--- src/rtl/onehot_decoder_seq.sv ---
// -----------------------------------------------------------------------------
// onehot_decoder_seq
//
// Sequential N_SEL-to-OUT_W one-hot decoder with break-before-make spacing.
// A code accepted over a valid/ready handshake drives its one-hot line for a
// programmable number of cycles, then one forced all-zero GAP cycle, so two
// consecutive one-hot pulses never touch.
//
// Parameters
//   N_SEL    code width
//   OUT_W    one-hot width, must equal 2**N_SEL
//   HOLD_W   width of the hold-length input and of the hold counter
//
// Ports
//   clk       clock, all state changes on the rising edge
//   rst       synchronous active-high reset, highest priority
//   q         code to decode, sampled on accept
//   in_valid  q / hold_len are valid
//   in_ready  block can accept a code this cycle (state == IDLE)
//   hold_len  number of cycles to drive the one-hot line (0 behaves as 1)
//   d         registered one-hot output, all-zero when not driving
//   busy      high in DRIVE and GAP
//   done      single-cycle pulse during the GAP cycle
// -----------------------------------------------------------------------------
module onehot_decoder_seq #(
  parameter int N_SEL  = 3,
  parameter int OUT_W  = 8,
  parameter int HOLD_W = 4
) (
  input  logic              clk,
  input  logic              rst,
  input  logic [N_SEL-1:0]  q,
  input  logic              in_valid,
  output logic              in_ready,
  input  logic [HOLD_W-1:0] hold_len,
  output logic [OUT_W-1:0]  d,
  output logic              busy,
  output logic              done
);

  typedef enum logic [1:0] {
    IDLE  = 2'd0,
    DRIVE = 2'd1,
    GAP   = 2'd2
  } state_t;

  localparam logic [HOLD_W-1:0] CNT_ZERO = {HOLD_W{1'b0}};
  localparam logic [HOLD_W-1:0] CNT_ONE  = {{(HOLD_W-1){1'b0}}, 1'b1};
  localparam logic [OUT_W-1:0]  D_ZERO   = {OUT_W{1'b0}};

  state_t              state_r;
  logic [HOLD_W-1:0]   cnt_r;
  logic [N_SEL-1:0]    code_r;

  // One-hot image of a code: bit 'code' set, all others clear.
  function automatic logic [OUT_W-1:0] onehot_of(input logic [N_SEL-1:0] code);
    logic [OUT_W-1:0] base;
    base      = {{(OUT_W-1){1'b0}}, 1'b1};
    onehot_of = base << code;
  endfunction

  // Effective hold length: a zero request still drives for one cycle.
  function automatic logic [HOLD_W-1:0] eff_hold(input logic [HOLD_W-1:0] len);
    if (len == CNT_ZERO) begin
      eff_hold = CNT_ONE;
    end else begin
      eff_hold = len;
    end
  endfunction

  // Handshake and status flags decode registered state only, so there is no
  // combinational path from in_valid to in_ready.
  assign in_ready = (state_r == IDLE);
  assign busy     = (state_r != IDLE);

  // Control FSM with registered one-hot output, done pulse and hold counter.
  always_ff @(posedge clk) begin
    if (rst) begin
      state_r <= IDLE;
      d       <= D_ZERO;
      done    <= 1'b0;
      cnt_r   <= CNT_ZERO;
      code_r  <= {N_SEL{1'b0}};
    end else begin
      case (state_r)
        IDLE: begin
          done <= 1'b0;
          if (in_valid) begin
            code_r  <= q;
            cnt_r   <= eff_hold(hold_len);
            d       <= onehot_of(q);
            state_r <= DRIVE;
          end else begin
            d       <= D_ZERO;
            state_r <= IDLE;
          end
        end

        DRIVE: begin
          // A counter of 0 can only come from corruption; end the drive
          // rather than wrapping to a 2**HOLD_W-1 cycle hold.
          if (cnt_r <= CNT_ONE) begin
            d       <= D_ZERO;
            done    <= 1'b1;
            cnt_r   <= CNT_ZERO;
            state_r <= GAP;
          end else begin
            d       <= onehot_of(code_r);
            done    <= 1'b0;
            cnt_r   <= cnt_r - CNT_ONE;
            state_r <= DRIVE;
          end
        end

        GAP: begin
          d       <= D_ZERO;
          done    <= 1'b0;
          cnt_r   <= CNT_ZERO;
          state_r <= IDLE;
        end

        default: begin
          // Unreachable encoding: fall back to a quiet IDLE.
          d       <= D_ZERO;
          done    <= 1'b0;
          cnt_r   <= CNT_ZERO;
          state_r <= IDLE;
        end
      endcase
    end
  end

endmodule
--- config.mk ---
export PLATFORM = sky130hd
export DESIGN_NAME = onehot_decoder_seq
export DESIGN_NICKNAME = d
export VERILOG_FILES = /design/src/rtl/onehot_decoder_seq.sv
export SDC_FILE = /design/constraint.sdc
export NUM_CORES = 1
export LEC_CHECK = 0
export BUFFER_PORTS_ARGS = -buffer_cell sky130_fd_sc_hd__buf_2
export CAP_MARGIN = 0
export CORE_UTILIZATION = 40
export CTS_CLUSTER_SIZE = 16
export DETAILED_ROUTE_END_ITERATION = 10
export MAX_ROUTING_LAYER = met4
export PLACE_DENSITY = 0.61
export SYNTH_ARGS = -nofsm -noshare
export SYNTH_HDL_FRONTEND = slang
export SYNTH_SLANG_ARGS = --single-unit
--- constraint.sdc ---
create_clock -name clk -period 1.92 [get_ports clk]
set_clock_uncertainty 0.2 [all_clocks]
set_input_delay 0.576 -clock clk [delete_from_list [all_inputs] [get_ports clk]]
set_output_delay 0.576 -clock clk [all_outputs]
set_load 0.1 [all_outputs]
==> results.json <==
{
  "outcome": "finished clean",
  "synth-seq-cells": 18,
  "die_h_um": 48.6,
  "period_minus_slack_ns": 1.84,
  "cap_violations": 0,
  "clkSinkCount": 18,
  "clockBufferDepth": 2,
  "drt_pass1_iterations": 3,
  "cp_data_arrival_time_ns": 1.07,
  "critical_path.max_stage_delay_ns": 0.37,
  "cts_buffers": 3,
  "die_w_um": 48.6,
  "layout_common_cells": "buf_2 (18), dfxtp_1 (17), o22ai_1 (6), buf_4 (6)",
  "grt_max_degree": 13,
  "core_area_sq_mm": 0.00200,
  "initialDrtViolationCount": 12,
  "routedWlPerCell_um": 12.7,
  "min_to": "code_r[0]",
  "vias": 750,
  "cts.clk_slew.worst_paths_ns": 0.10,
  "period_share": 0.960,
  "vias_per_cell": 5.36,
  "seq_area_sq_um": 362,
  "crit_required_ns": 1.14,
  "report.final.slew_viol_count": 0,
  "cp-start-kind": "flip-flop",
  "finalSetupViolCount": 0,
  "yosysWarnings": 0,
  "relSlewSlack": 0.677,
  "yosysSeqAreaShare": 0.414,
  "reg2reg_depth": 5,
  "worst_skew_pair.late_latency_ns": 0.29,
  "overflow": 0,
  "finalHoldViolCount": 0,
  "max_freq_ghz": 0.542,
  "finalWeightedCongestion": 0.788,
  "grt_pass1_wl_mm": 3.13,
  "post_dp_cell_area_sq_mm": 0.00104,
  "row_count": 16,
  "rsz0062_at_grt": "no",
  "multi_input_area_sq_um": 458,
  "critPathCaptureType": "output port",
  "holdWs_ns": 0.345,
  "power.leakage_nw": 0.453,
  "worstPathMaxFanout": 5,
  "diodes": 0,
  "syn_inst": 88,
  "route.detailed.drc": 0,
  "ant_nets": 0,
  "antenna_found_initial": 0,
  "tightest_slew_ns": 0.484,
  "grt_usage": 0.177,
  "power-per-cell-area_mw_per_mm2": 890,
  "initial_core_util": 0.434,
  "worstReg2RegEnd": "d[4]",
  "syn_area_sq_um": 870,
  "syn-num-nets": 100,
  "utilization": 0.541,
  "io_buffers": 20,
  "dpl.cell_count": 135,
  "path_cells": "nor2_4 > inv_1 > buf_12",
  "synth.avg_cell_area_sq_um": 9.88,
  "fin_nets": 126,
  "fin_area_sq_mm": 0.00108,
  "synth_cell_types": 30,
  "synthToLayoutAreaGrowth_pct": 24.6,
  "die_area_sq_mm": 0.00236,
  "cts_hold_buf": 0,
  "crit_path_top_delay_cell": "dfxtp_2",
  "critPathKind": "reg -> out",
  "io-pin-count": 21,
  "hold_class": "in -> reg",
  "cts_root_buf": "clkbuf_4",
  "hold_depth": 3,
  "rrSetupSlack_ns": 0.20,
  "peakVddDrop_mv": 0.550,
  "routed_wl_mm": 1.78,
  "r2r-start": "cnt_r[0]",
  "hpwl_mm": 1.36,
  "fill_cells": 198,
  "hold_start": "q[0]",
  "grt_pass1_vias": 682,
  "final_cell_count_no_fill": 140,
  "drive_above_1_share": 0.336,
  "cts_tree": "yes",
  "final_common_cell": "buf_2",
  "h-tree-depth": 1
}
==> per-stage QoR <==
step / setup slack, ns / power, mW / TNS (ns)
after floorplan: -0.401 / 0.649 / -0.401
after global placement: 0.161 / 0.731 / 0
after detailed placement: 0.114 / 0.734 / 0
after CTS: 0.00418 / 0.970 / 0
after global routing: 0.00440 / 1.02 / 0
final: 0.0765 / 0.965 / 0
==> worst max path at each step <==
stage,cells after the start,from,to
after floorplan,3,state_r[0],busy
after global placement,4,in_valid,d[5]
after detailed placement,4,in_valid,d[5]
after CTS,3,state_r[1],busy
after global routing,3,state_r[1],busy
final,3,state_r[1],busy
==> synthesized netlist by cell type <==
master / instances / area, sq um
buf_2: 2 / 10.0
or3_1: 1 / 6.26
nand4b_1: 1 / 8.76
o31ai_1: 4 / 30.0
xnor2_1: 1 / 8.76
nand2b_4: 1 / 13.8
and2b_1: 1 / 7.51
buf_4: 1 / 7.51
o22ai_1: 6 / 37.5
ha_1: 2 / 25.0
o32ai_2: 2 / 32.5
buf_6: 2 / 22.5
nor3_1: 2 / 10.0
mux2i_1: 5 / 50.1
nand3b_1: 5 / 37.5
nand3_1: 2 / 10.0
o21ai_0: 2 / 10.0
o211ai_1: 4 / 30.0
a311oi_1: 1 / 8.76
nor3b_4: 1 / 18.8
o21bai_1: 1 / 7.51
nand2_1: 3 / 11.3
nor2_1: 5 / 18.8
or2b_1: 1 / 7.51
dfxtp_1: 18 / 360
and2b_2: 2 / 17.5
nor4_1: 2 / 12.5
a21oi_1: 3 / 15.0
inv_1: 5 / 18.8
or4_1: 2 / 15.0
==> sequential cells by signal, indices dropped and copies added (netlist names) <==
signal	count
state_r	2
done	1
cnt_r	4
d	8
code_r	3
==> worst max-delay path: cells and delay by family, from the launching register on <==
| family | cells | cell delay, ns |
|---|---|---|
| buffers and inverters | 2 | 0.26 |
| AND/OR/NAND/NOR | 1 | 0.15 |
| flip-flops | 1 | 0.37 |
==> cell families after synthesis <==
group | synth area share
AO/OA/AOI/OAI | 0.197
XOR/XNOR | 0.0101
adder cells (fa/ha/maj) | 0.0288
buffers and inverters | 0.0676
flip-flops | 0.414
multiplexers | 0.0576
AND/OR/NAND/NOR | 0.224
==> timing repair <==
item                       in CTS  in global routing
gates resized for setup         0                  1
setup buffers                   0                  1
pin swaps                       1                  1
setup endpoints to repair       1                  1
==> where the power goes <==
part	switching [mW]	internal [mW]	total, mW	leakage (nW)
clock	0.118	0.116	0.234	0.0210
combinational	0.196	0.115	0.310	0.285
sequential	0.0231	0.397	0.420	0.147
==> cell type report <==
type                    count  share of cell area
clock buffers               4              0.0335
inverters                   5              0.0173
multi-input cells          60               0.423
flip-flops and latches     18               0.334
well taps                  27              0.0312
repair buffers             26               0.162
==> routing by layer <==
layer | vias to the layer above | global-route usage | wire (um)
met1 | 357 | 0.222 | 864
met2 | 13 | 0.262 | 842
met5 | - | - | 0
met4 | 0 | 0.0490 | 13
li1 | 378 | - | -
met3 | 2 | 0.0692 | 58
Power figures use the tool's default switching activity.
